`config.mk`:
```
export PLATFORM = sky130hd
export DESIGN_NAME = pc_stack_unit_flat
export DESIGN_NICKNAME = d
export VERILOG_FILES = /design/src/rtl/pc_stack_unit_if.sv /design/src/rtl/pc_stack_unit.sv /design/src/flat_wrapper.sv
export SDC_FILE = /design/constraint.sdc
export NUM_CORES = 1
export LEC_CHECK = 0
export ABC_AREA = 0
export CAP_MARGIN = 20
export CORE_ASPECT_RATIO = 0.6
export CORE_MARGIN = 4
export CORE_UTILIZATION = 58
export CTS_BUF_LIST = sky130_fd_sc_hd__clkbuf_8
export DETAILED_ROUTE_END_ITERATION = 7
export PLACE_DENSITY = 0.79
export SYNTH_ARGS = -nofsm -noshare
export SYNTH_HDL_FRONTEND = slang
export SYNTH_SLANG_ARGS = --single-unit
export TNS_END_PERCENT = 30
```
`constraint.sdc`:
```
create_clock -name clk -period 4.6 [get_ports clk]
set_input_delay 0.46 -clock clk [delete_from_list [all_inputs] [get_ports clk]]
set_output_delay 0.46 -clock clk [all_outputs]
set_load 0.05 [all_outputs]
```
`src/rtl/pc_stack_unit_if.sv`:
```
// rtl/pc_stack_unit_if.sv - stage/op bundle and PC/RAS status bundle of the PC sequencer
//
// Purpose : groups the sequencer control inputs and PC/RAS outputs.
// Modports:
//   master - control side: drives stage_ex, stage_wb, op_kind, flag_sel, sreg,
//            offset, ind_target; observes program_counter, pc_target,
//            branch_taken, ras_count, ras_overflow, ras_underflow.
//   slave  - the pc_stack_unit side (directions mirrored).
interface pc_stack_unit_if #(
    parameter int I_ADDR_WIDTH = 10,
    parameter int OFFSET_WIDTH = 12,
    parameter int DATA_WIDTH   = 8,
    parameter int RAS_DEPTH    = 8
);
    logic                        stage_ex;
    logic                        stage_wb;
    logic [2:0]                  op_kind;
    logic [2:0]                  flag_sel;
    logic [DATA_WIDTH-1:0]       sreg;
    logic [OFFSET_WIDTH-1:0]     offset;
    logic [I_ADDR_WIDTH-1:0]     ind_target;
    logic [I_ADDR_WIDTH-1:0]     program_counter;
    logic [I_ADDR_WIDTH-1:0]     pc_target;
    logic                        branch_taken;
    logic [$clog2(RAS_DEPTH):0]  ras_count;
    logic                        ras_overflow;
    logic                        ras_underflow;

    modport master (
        output stage_ex, stage_wb, op_kind, flag_sel, sreg, offset, ind_target,
        input  program_counter, pc_target, branch_taken, ras_count,
               ras_overflow, ras_underflow
    );

    modport slave (
        input  stage_ex, stage_wb, op_kind, flag_sel, sreg, offset, ind_target,
        output program_counter, pc_target, branch_taken, ras_count,
               ras_overflow, ras_underflow
    );
endinterface

```
`src/rtl/pc_stack_unit.sv`:
```
// rtl/pc_stack_unit.sv - program-counter sequencer with hardware return-address stack
//
// Purpose : computes the next PC in EX (relative branches, RJMP, RCALL/RET,
//           optionally IJMP/ICALL), holds it in pc_target and loads it into
//           program_counter in WB. Return addresses live in a circular RAS.
// Ports   : clk, reset (async, active-high), bus (pc_stack_unit_if.slave).
// Macro   : PC_INDIRECT_EN - enables IJMP/ICALL; otherwise op 6/7 act as NONE.
module pc_stack_unit #(
    parameter int I_ADDR_WIDTH    = 10,
    parameter int OFFSET_WIDTH    = 12,
    parameter int BR_OFFSET_WIDTH = 7,
    parameter int RAS_DEPTH       = 8,
    parameter int DATA_WIDTH      = 8
) (
    input  logic              clk,
    input  logic              reset,
    pc_stack_unit_if.slave    bus
);
    localparam int AW = ((I_ADDR_WIDTH > OFFSET_WIDTH) ? I_ADDR_WIDTH : OFFSET_WIDTH) + 1;
    localparam int PW = $clog2(RAS_DEPTH);
    localparam int CW = PW + 1;
    localparam logic [CW-1:0] C_FULL = CW'(RAS_DEPTH);

    typedef enum logic [2:0] {
        OP_NONE  = 3'd0,
        OP_BRBS  = 3'd1,
        OP_BRBC  = 3'd2,
        OP_RJMP  = 3'd3,
        OP_RCALL = 3'd4,
        OP_RET   = 3'd5,
        OP_IJMP  = 3'd6,
        OP_ICALL = 3'd7
    } op_t;

    logic [I_ADDR_WIDTH-1:0] r_pc;
    logic [I_ADDR_WIDTH-1:0] r_target;
    logic                    r_taken;
    logic [CW-1:0]           r_count;
    logic [PW-1:0]           r_ptr;      // next slot to write; newest entry is r_ptr-1
    logic                    r_ovf;
    logic                    r_unf;
    logic [I_ADDR_WIDTH-1:0] r_ras [RAS_DEPTH];

    logic [I_ADDR_WIDTH-1:0] w_pc_plus1;
    logic [AW-1:0]           w_rel_sum;
    logic [AW-1:0]           w_br_sum;
    logic [I_ADDR_WIDTH-1:0] w_ras_top;
    logic                    w_flag;
    logic [I_ADDR_WIDTH-1:0] w_target;
    logic                    w_push;
    logic                    w_pop;
    logic                    w_force_taken;
    op_t                     w_op;

    assign w_op       = op_t'(bus.op_kind);
    assign w_pc_plus1 = r_pc + 1'b1;
    assign w_flag     = bus.sreg[bus.flag_sel];
    assign w_ras_top  = r_ras[r_ptr - 1'b1];

    // Wide add then truncate: the wrap-around is the intended modulo behaviour.
    assign w_rel_sum = {{(AW-I_ADDR_WIDTH){1'b0}}, w_pc_plus1}
                     + {{(AW-OFFSET_WIDTH){bus.offset[OFFSET_WIDTH-1]}}, bus.offset};
    assign w_br_sum  = {{(AW-I_ADDR_WIDTH){1'b0}}, w_pc_plus1}
                     + {{(AW-BR_OFFSET_WIDTH){bus.offset[BR_OFFSET_WIDTH-1]}},
                        bus.offset[BR_OFFSET_WIDTH-1:0]};

`ifndef PC_INDIRECT_EN
    logic w_unused_ind;
    assign w_unused_ind = ^bus.ind_target;
`endif

    always_comb begin
        w_target      = w_pc_plus1;
        w_push        = 1'b0;
        w_pop         = 1'b0;
        w_force_taken = 1'b0;
        case (w_op)
            OP_BRBS: if (w_flag)  w_target = w_br_sum[I_ADDR_WIDTH-1:0];
            OP_BRBC: if (!w_flag) w_target = w_br_sum[I_ADDR_WIDTH-1:0];
            OP_RJMP: w_target = w_rel_sum[I_ADDR_WIDTH-1:0];
            OP_RCALL: begin
                w_push        = 1'b1;
                w_force_taken = 1'b1;
                w_target      = w_rel_sum[I_ADDR_WIDTH-1:0];
            end
            OP_RET: begin
                w_pop         = 1'b1;
                w_force_taken = 1'b1;
                // Empty stack: fall through to PC+1, flag raised below.
                if (r_count != '0) w_target = w_ras_top;
            end
`ifdef PC_INDIRECT_EN
            OP_IJMP: w_target = bus.ind_target;
            OP_ICALL: begin
                w_push   = 1'b1;
                w_target = bus.ind_target;
            end
`endif
            default: ;
        endcase
    end

    always_ff @(posedge clk or posedge reset) begin
        if (reset) begin
            r_pc     <= '0;
            r_target <= '0;
            r_taken  <= 1'b0;
            r_count  <= '0;
            r_ptr    <= '0;
            r_ovf    <= 1'b0;
            r_unf    <= 1'b0;
        end else if (bus.stage_ex) begin
            // EX wins over WB when both are asserted.
            r_target <= w_target;
            r_taken  <= w_force_taken || (w_target != w_pc_plus1);
            if (w_push) begin
                r_ptr <= r_ptr + 1'b1;
                if (r_count == C_FULL) r_ovf   <= 1'b1;
                else                   r_count <= r_count + 1'b1;
            end else if (w_pop) begin
                if (r_count == '0) begin
                    r_unf <= 1'b1;
                end else begin
                    r_ptr   <= r_ptr - 1'b1;
                    r_count <= r_count - 1'b1;
                end
            end
        end else begin
            r_taken <= 1'b0;
            if (bus.stage_wb) r_pc <= r_target;
        end
    end

    // Entry storage needs no reset; the pointer/count define validity.
    // When full, r_ptr addresses the oldest entry, so a push overwrites it.
    always_ff @(posedge clk) begin
        if (!reset && bus.stage_ex && w_push) r_ras[r_ptr] <= w_pc_plus1;
    end

    assign bus.program_counter = r_pc;
    assign bus.pc_target       = r_target;
    assign bus.branch_taken    = r_taken;
    assign bus.ras_count       = r_count;
    assign bus.ras_overflow    = r_ovf;
    assign bus.ras_underflow   = r_unf;
endmodule
```
`src/flat_wrapper.sv`:
```
// flat-port wrapper written by rule: the top's interface ports become plain ports
module pc_stack_unit_flat 
#(
    parameter int I_ADDR_WIDTH    = 10,
    parameter int OFFSET_WIDTH    = 12,
    parameter int BR_OFFSET_WIDTH = 7,
    parameter int RAS_DEPTH       = 8,
    parameter int DATA_WIDTH      = 8
)
  (clk, reset, bus_stage_ex, bus_stage_wb, bus_op_kind, bus_flag_sel, bus_sreg, bus_offset, bus_ind_target, bus_program_counter, bus_pc_target, bus_branch_taken, bus_ras_count, bus_ras_overflow, bus_ras_underflow);
  pc_stack_unit_if #(.I_ADDR_WIDTH(I_ADDR_WIDTH), .OFFSET_WIDTH(OFFSET_WIDTH), .DATA_WIDTH(DATA_WIDTH), .RAS_DEPTH(RAS_DEPTH)) bus_i ();
  input  logic clk;
  input  logic reset;
  input wire logic [$bits(bus_i.stage_ex)-1:0] bus_stage_ex;
  input wire logic [$bits(bus_i.stage_wb)-1:0] bus_stage_wb;
  input wire logic [$bits(bus_i.op_kind)-1:0] bus_op_kind;
  input wire logic [$bits(bus_i.flag_sel)-1:0] bus_flag_sel;
  input wire logic [$bits(bus_i.sreg)-1:0] bus_sreg;
  input wire logic [$bits(bus_i.offset)-1:0] bus_offset;
  input wire logic [$bits(bus_i.ind_target)-1:0] bus_ind_target;
  output wire logic [$bits(bus_i.program_counter)-1:0] bus_program_counter;
  output wire logic [$bits(bus_i.pc_target)-1:0] bus_pc_target;
  output wire logic [$bits(bus_i.branch_taken)-1:0] bus_branch_taken;
  output wire logic [$bits(bus_i.ras_count)-1:0] bus_ras_count;
  output wire logic [$bits(bus_i.ras_overflow)-1:0] bus_ras_overflow;
  output wire logic [$bits(bus_i.ras_underflow)-1:0] bus_ras_underflow;
  assign bus_i.stage_ex = bus_stage_ex;
  assign bus_i.stage_wb = bus_stage_wb;
  assign bus_i.op_kind = bus_op_kind;
  assign bus_i.flag_sel = bus_flag_sel;
  assign bus_i.sreg = bus_sreg;
  assign bus_i.offset = bus_offset;
  assign bus_i.ind_target = bus_ind_target;
  assign bus_program_counter = bus_i.program_counter;
  assign bus_pc_target = bus_i.pc_target;
  assign bus_branch_taken = bus_i.branch_taken;
  assign bus_ras_count = bus_i.ras_count;
  assign bus_ras_overflow = bus_i.ras_overflow;
  assign bus_ras_underflow = bus_i.ras_underflow;
  pc_stack_unit #(.I_ADDR_WIDTH(I_ADDR_WIDTH), .OFFSET_WIDTH(OFFSET_WIDTH), .BR_OFFSET_WIDTH(BR_OFFSET_WIDTH), .RAS_DEPTH(RAS_DEPTH), .DATA_WIDTH(DATA_WIDTH)) u_core (.clk(clk), .reset(reset), .bus(bus_i));
endmodule
```
## Word-level counts from Yosys, hierarchy flattened

Memories as Yosys holds them, arrays and structs flattened.
Index checks and enable logic that the tools add are counted.

| storage, ports and cells | value |
|---|---|
| word-level logic and storage cells | 60 |
| memories kept | 1 |
| input bits | 40 |
| bits in registers | 30 |
| latch bits | 0 |
| memory bits (writable) | 80 |
| memory bits (read-only) | 0 |

Memories:

| name | depth | width | read ports | clocked after Yosys merged registers in | write ports | line | text |
|---|---|---|---|---|---|---|---|
| u_core.r_ras | 8 | 10 | 1 | 0 | 1 | pc_stack_unit.sv:42 | `logic [I_ADDR_WIDTH-1:0] r_ras [RAS_DEPTH];` |

| cells by class | value |
|---|---|
| equality and inequality tests | 9 |
| $lt $le $gt $ge | 1 |
| shifts and indexed selects | 0 |
| bitwise gates (word level) | 2 |
| add/subtract/negate cells | 7 |
| multiplexer cells | 19 |
| divide/modulo/power cells | 0 |
| $mul | 0 |
| reductions and logical operators | 14 |

Operators with widths:

| kind | number |
|---|---|
| 10-bit case mux with 4 select lines | 1 |
| 10-bit 2-to-1 mux | 3 |
| 4-bit 2-to-1 mux | 4 |
| 10-bit by 1-bit adder with 10-bit output (second input constant) | 1 |
| 10-bit adder | 1 |
| 10-bit by 7-bit adder with 10-bit output | 1 |
| 10-bit inequality test | 1 |
| 3-bit 2-to-1 mux | 3 |
| 4-bit AND reduction | 2 |
| 1-bit 2-to-1 mux | 7 |
| 3-bit by 2-bit == test with 1-bit output (second input constant) | 2 |
| 3-bit == test (second input constant) | 2 |
| 3-bit AND reduction | 2 |
| 4-bit by 1-bit adder with 4-bit output (second input constant) | 1 |
| 4-bit == test (second input constant) | 1 |
| 4-bit logical NOT | 1 |
| 3-bit by 4-bit < comparator with 1-bit output (second input constant) | 1 |
| 4-bit nonzero test | 1 |
| 2-bit OR reduction | 2 |
| 4-bit by 1-bit subtractor with 4-bit output (second input constant) | 1 |
| 3-bit by 1-bit adder with 3-bit output (second input constant) | 1 |
| 1-bit binary-select mux with 3-bit select | 1 |
| 3-bit by 1-bit == test with 1-bit output (second input constant) | 1 |
| 3-bit by 1-bit subtractor with 3-bit output (second input constant) | 1 |
| 8 further kinds | 10 |

## Longest topological paths before layout

Gate-level depths: netlist of run 1.

| depth | value |
|---|---|
| depth in word-level cells | 7 |
| mapped depth | 13 |
| gate-level depth less buffers | 13 |

## Worst setup path before layout of run 1

No wires, ideal clock.

| timing | value |
|---|---|
| path kind | flip-flop to flip-flop |
| start point | register u_core.r_pc[0], in the netlist u_core.bus.program_counter[0] |
| end point | register u_core.r_taken, in the netlist u_core.bus.branch_taken |
| period minus slack after synthesis | 3,573 ps |
| path slack | 1,027 ps |
| stages on the path, launching flop included | 13 |
| required time | 4,512 ps |
| data arrival time | 3,485 ps |
| cells stage by stage | dfrtp_1 -> ha_1 -> nand3_1 -> xnor2_1 -> ha_1 -> o21a_1 -> a21boi_1 -> o21ai_1 -> o21ai_0 -> xnor2_1 -> o22ai_1 -> mux2_2 -> a41oi_1 |

| on the way | value |
|---|---|
| longest elaborated chain between the ends | 7 |
| elaborated cells between the ends (all ways) | 10 |

Ends and longest elaborated chain:

| what | line | text |
|---|---|---|
| start: declaration | pc_stack_unit.sv:35 | `logic [I_ADDR_WIDTH-1:0] r_pc;` |
| start signal: assignment | pc_stack_unit.sv:130 | `if (bus.stage_wb) r_pc <= r_target;` |
| 10-bit by 1-bit adder with 10-bit output * | pc_stack_unit.sv:56 | `assign w_pc_plus1 = r_pc + 1'b1;` |
| via u_core.w_pc_plus1[4] | pc_stack_unit.sv:44 | `logic [I_ADDR_WIDTH-1:0] w_pc_plus1;` |
| 10-bit by 7-bit adder with 10-bit output | pc_stack_unit.sv:64 | `+ {{(AW-BR_OFFSET_WIDTH){bus.offset[BR_OFFSET_WIDTH-1]}},` |
| 10-bit 2-to-1 mux (on tied branches) | pc_stack_unit.sv:79, pc_stack_unit.sv:78 |  |
| 10-bit case mux with 4 select lines | pc_stack_unit.sv:77 | `case (w_op)` |
| 10-bit inequality test * | pc_stack_unit.sv:115 | `r_taken <= w_force_taken \|\| (w_target != w_pc_plus1);` |
| 1-bit logical OR * | pc_stack_unit.sv:115 |  |
| 1-bit 2-to-1 mux * | pc_stack_unit.sv:112 | `end else if (bus.stage_ex) begin` |
| end signal: assignment | pc_stack_unit.sv:115 |  |
| end: declaration | pc_stack_unit.sv:37 | `logic r_taken;` |

Mark *: on every way through the listed nets, which the timed path passes. The rest lies on a longest branch.
A chain may end at the register's enable or synchronous reset.

## Worst setup path in the final report of run 1

Same ends and word-level chain as after synthesis.

==> summary.md, run 1 <==
| Metric | Value |
|---|---|
| H-tree levels | `3` |
| RSZ-0062 raised after global routing | `no` |
| Ys flop type | `edfxtp_1` |
| Vias in the first global route | `3,879` |
| Fmax | `247 MHz` |
| Clock Latency Late Sink | `0.40 ns` |
| Final ANT Viol Nets | `0` |
| Cts hold-fix bufs | `0` |
| DIE AREA | `11,500 sq um` |
| Crit path required time | `4.84 ns` |
| Post-route DRC | `0` |
| RR Startpoint | `u_core.bus.program_counter[0]` |
| Fin Setup TNS | `0 ns` |
| Clock buffer depth | `2` |
| Total core area | `9320 sq um` |
| Final WL | `13,400 microns` |
| P_leak | `2.50 nW` |
| Max_slew headroom | `31.4%` |
| Final Non-Filler Cells | `649` |
| WS Path Type | `reg2reg` |
| Detailed placement HPWL | `10,100 microns` |
| Least-Margin Pin Slew | `1.03 ns` |
| Grt ovf | `0` |
| Clock skew | `0.0166 ns` |
| DR vias/cell | `6.22` |
| Synth Register Bits | `110` |
| Maximum vdd ir drop | `0.000484 V` |
| Reg clk slew, reported paths | `0.12 ns` |
| Final Critical Period | `4.05 ns` |
| Share of cells above drive strength 1 | `14.6%` |
| Initial Utilization | `60.7%` |
| Design Area, Final | `6710 sq um` |
| Port buffer count | `54` |
| Ys async rst share | `27.3%` |
| Dpl cell area | `6470 sq um` |
| Largest net degree at the start of global routing | `26` |
| Syn_area_per_cell | `12.8 sq um` |
| DR iter-0 viols | `481` |
| Yosys warnings | `0` |
| Die outline width | `136 microns` |
| DR WL/cell | `20.6 microns` |
| Fin. Hold Viols | `0` |
| CTS resizes | `0` |
| Clock Tree Root | `clkbuf_8` |
| Final setup fails | `0` |
| CTS buffer count | `9` |
| Arrival @ worst endpoint | `4.29 ns` |
| Antenna violations before repair | `0` |
| Final nets | `574` |
| Pre-antenna DRT Iters | `5` |
| CP Capture Type | `flip-flop` |
| Post-placement cell count | `633` |
| Final Slew Violations | `0` |
| Ant. Diodes | `0` |
| Postcts setup bufs | `0` |
| Worst min-delay path class | `in2async` |
| Io pins | `67` |
| Clk sinks | `110` |
| # rows | `27` |
| Crit path launch type | `flip-flop` |
| Post-synth EDFFs | `80` |
| Die Height | `84.5 microns` |
| Gpl congestion | `0.957` |
| Max-cap viol count | `0` |
| Register area share after synthesis | `55.7%` |
| First-pass GRT wire length | `21,500 microns` |
| TritonCTS clock tree | `yes` |
| Mapped Area | `5660 sq um` |
| Vias post-DR | `4,038` |
| Area growth, synth to finish | `18.6%` |
| Tcrit/Tclk final | `88.1%` |
| Power per cell area | `706 nW/um^2` |
| Mapped Cells | `442` |
| Status | `completed` |
| Distinct cells, synth | `60` |
| Maximum fanout along the worst path | `11` |
| Critical Path Start | `u_core.bus.program_counter[0]` |
| Synth Net Count | `502` |
| Total track usage | `24.8%` |
synthesized netlist by cell type, types with 4 or more instances:
cell	n	area, sq um
edfxtp_1	80	2400
nand2_1	32	120
clkbuf_1	11	41.3
inv_1	21	78.8
o21ai_0	11	55.1
dfrtp_1	30	751
nor2b_1	4	25.0
nor3_1	11	55.1
nand3_1	13	65.1
mux2_2	11	124
xnor2_1	18	158
o22ai_1	5	31.3
mux4_2	22	495
ha_1	18	225
nand2b_1	5	31.3
a21o_1	5	37.5
xor2_1	11	96.3
mux2i_1	4	40.0
o21ai_1	5	25.0
nor2_1	30	113
a21oi_1	24	120
and3_1	7	43.8
a31oi_1	5	31.3
flip-flops by register name, summed over array words and instances, names as in the netlist:
signal / flops
u_core.bus.ras_overflow: 1
u_core.r_ptr: 3
u_core.bus.ras_count: 4
u_core.bus.program_counter: 10
u_core.bus.pc_target: 10
u_core.bus.branch_taken: 1
u_core.r_ras: 80
u_core.bus.ras_underflow: 1
layout by cell type, fill, tap and decap left out, types with 3 or more instances in the layout:
cell and n:
nand2b_1 5, xor2_1 11, ha_1 18, mux4_2 22, o21ai_1 5, nand3_1 13, mux2i_1 4, xnor2_1 18
inv_1 21, nor3_1 11, nor2_1 30, a21oi_1 24, o21a_1 3, mux2_2 11, a21o_1 5, dfrtp_1 30
o21ai_0 11, edfxtp_1 80, and3_1 7, buf_4 21, nand2_1 32, nor2b_1 4, clkbuf_8 9, nand4_1 3
clkdlybuf4s50_1 54, o22ai_1 5, a31oi_1 5, a211oi_1 3, a221oi_1 3
cells by family after synthesis:
logic type	Yosys count	synth area share [%]
and+or+nand+nor	118	10.0
DFF	110	55.7
AOI/OAI and AO/OA	88	10.3
muxes	40	12.4
buffers and inverters	37	2.50
xor gates and xnor gates	29	4.49
adders and majority gates	20	4.69
layer usage:
layer | up-vias | global-route usage, % | routed length (microns)
met5 | - | 0 | 0
met4 | 0 | 5.31 | 106
met3 | 12 | 6.83 | 1220
met2 | 183 | 35.1 | 5850
met1 | 2018 | 38.5 | 6210
li1 | 1825 | - | -
path summary, 6_finish.rpt:
check,cells past startpoint,slack (ns),endpoint
max,11,0.55,u_core.bus.branch_taken
min,2,0.33,u_core.r_ptr[2]
max reg2reg,11,0.55,u_core.bus.branch_taken
min reg2reg,1,0.50,u_core.bus.ras_overflow
max in group asynchronous,3,3.65,u_core.bus.program_counter[2]
min in group clk,1,0.50,u_core.bus.ras_overflow
worst max-delay path, stage by stage (launching register included):
cell and delay (ns):
dfrtp_1 0.49, ha_1 0.32, xnor2_1 0.30, inv_1 0.25, ha_1 0.38, xor2_1 0.18, and3_1 0.19, a2111o_1 0.43
a221oi_1 0.36, o31ai_1 0.14, nor4_1 0.64, a41oi_1 0.21
layout make-up:
| type | count | area [sq um] |
|---|---|---|
| clock buffers | 9 | 124 |
| clock inverters | 7 | 121 |
| well taps | 130 | 163 |
| repair buffers | 75 | 698 |
| inverters | 23 | 86.3 |
| flip-flops and latches | 110 | 3150 |
| fillers | 665 | 2610 |
| multi-input cells | 295 | 2370 |
metrics by stage:
step | util [%] | worst slack [ns] | hold WS (ns) | total power [W]
floorplan | - | 1.03 | 0.551 | 0.00328
global placement | 69.4 | 0.579 | 0.469 | 0.00397
detailed placement | 69.4 | 0.537 | 0.471 | 0.00404
CTS | 72.0 | 0.648 | 0.323 | 0.00474
global route | 72.0 | 0.312 | 0.341 | 0.00503
finish | 72.0 | 0.545 | 0.330 | 0.00474
where the power goes:
| group | switching, W | total (W) | leakage [nW] | internal, W |
|---|---|---|---|---|
| registers | 0.000166 | 0.00149 | 1.07 | 0.00133 |
| clock network | 0.000367 | 0.000691 | 0.122 | 0.000323 |
| logic | 0.00153 | 0.00256 | 1.31 | 0.00103 |
| total | 0.00206 | 0.00474 | 2.50 | 0.00268 |
Note: power is estimated with default switching activity, not from simulation.
==> inputs of run 2 (changes only) <==
--- a/config.mk
+++ b/config.mk
@@ -11,8 +11,10 @@
 export CORE_MARGIN = 4
 export CORE_UTILIZATION = 58
 export CTS_BUF_LIST = sky130_fd_sc_hd__clkbuf_8
+export CTS_CLUSTER_SIZE = 10
 export DETAILED_ROUTE_END_ITERATION = 7
 export PLACE_DENSITY = 0.79
+export SLEW_MARGIN = 20
 export SYNTH_ARGS = -nofsm -noshare
 export SYNTH_HDL_FRONTEND = slang
 export SYNTH_SLANG_ARGS = --single-unit
==> results of run 2 <==
The final DEF is identical to that of run 1; final timing and power are the same.
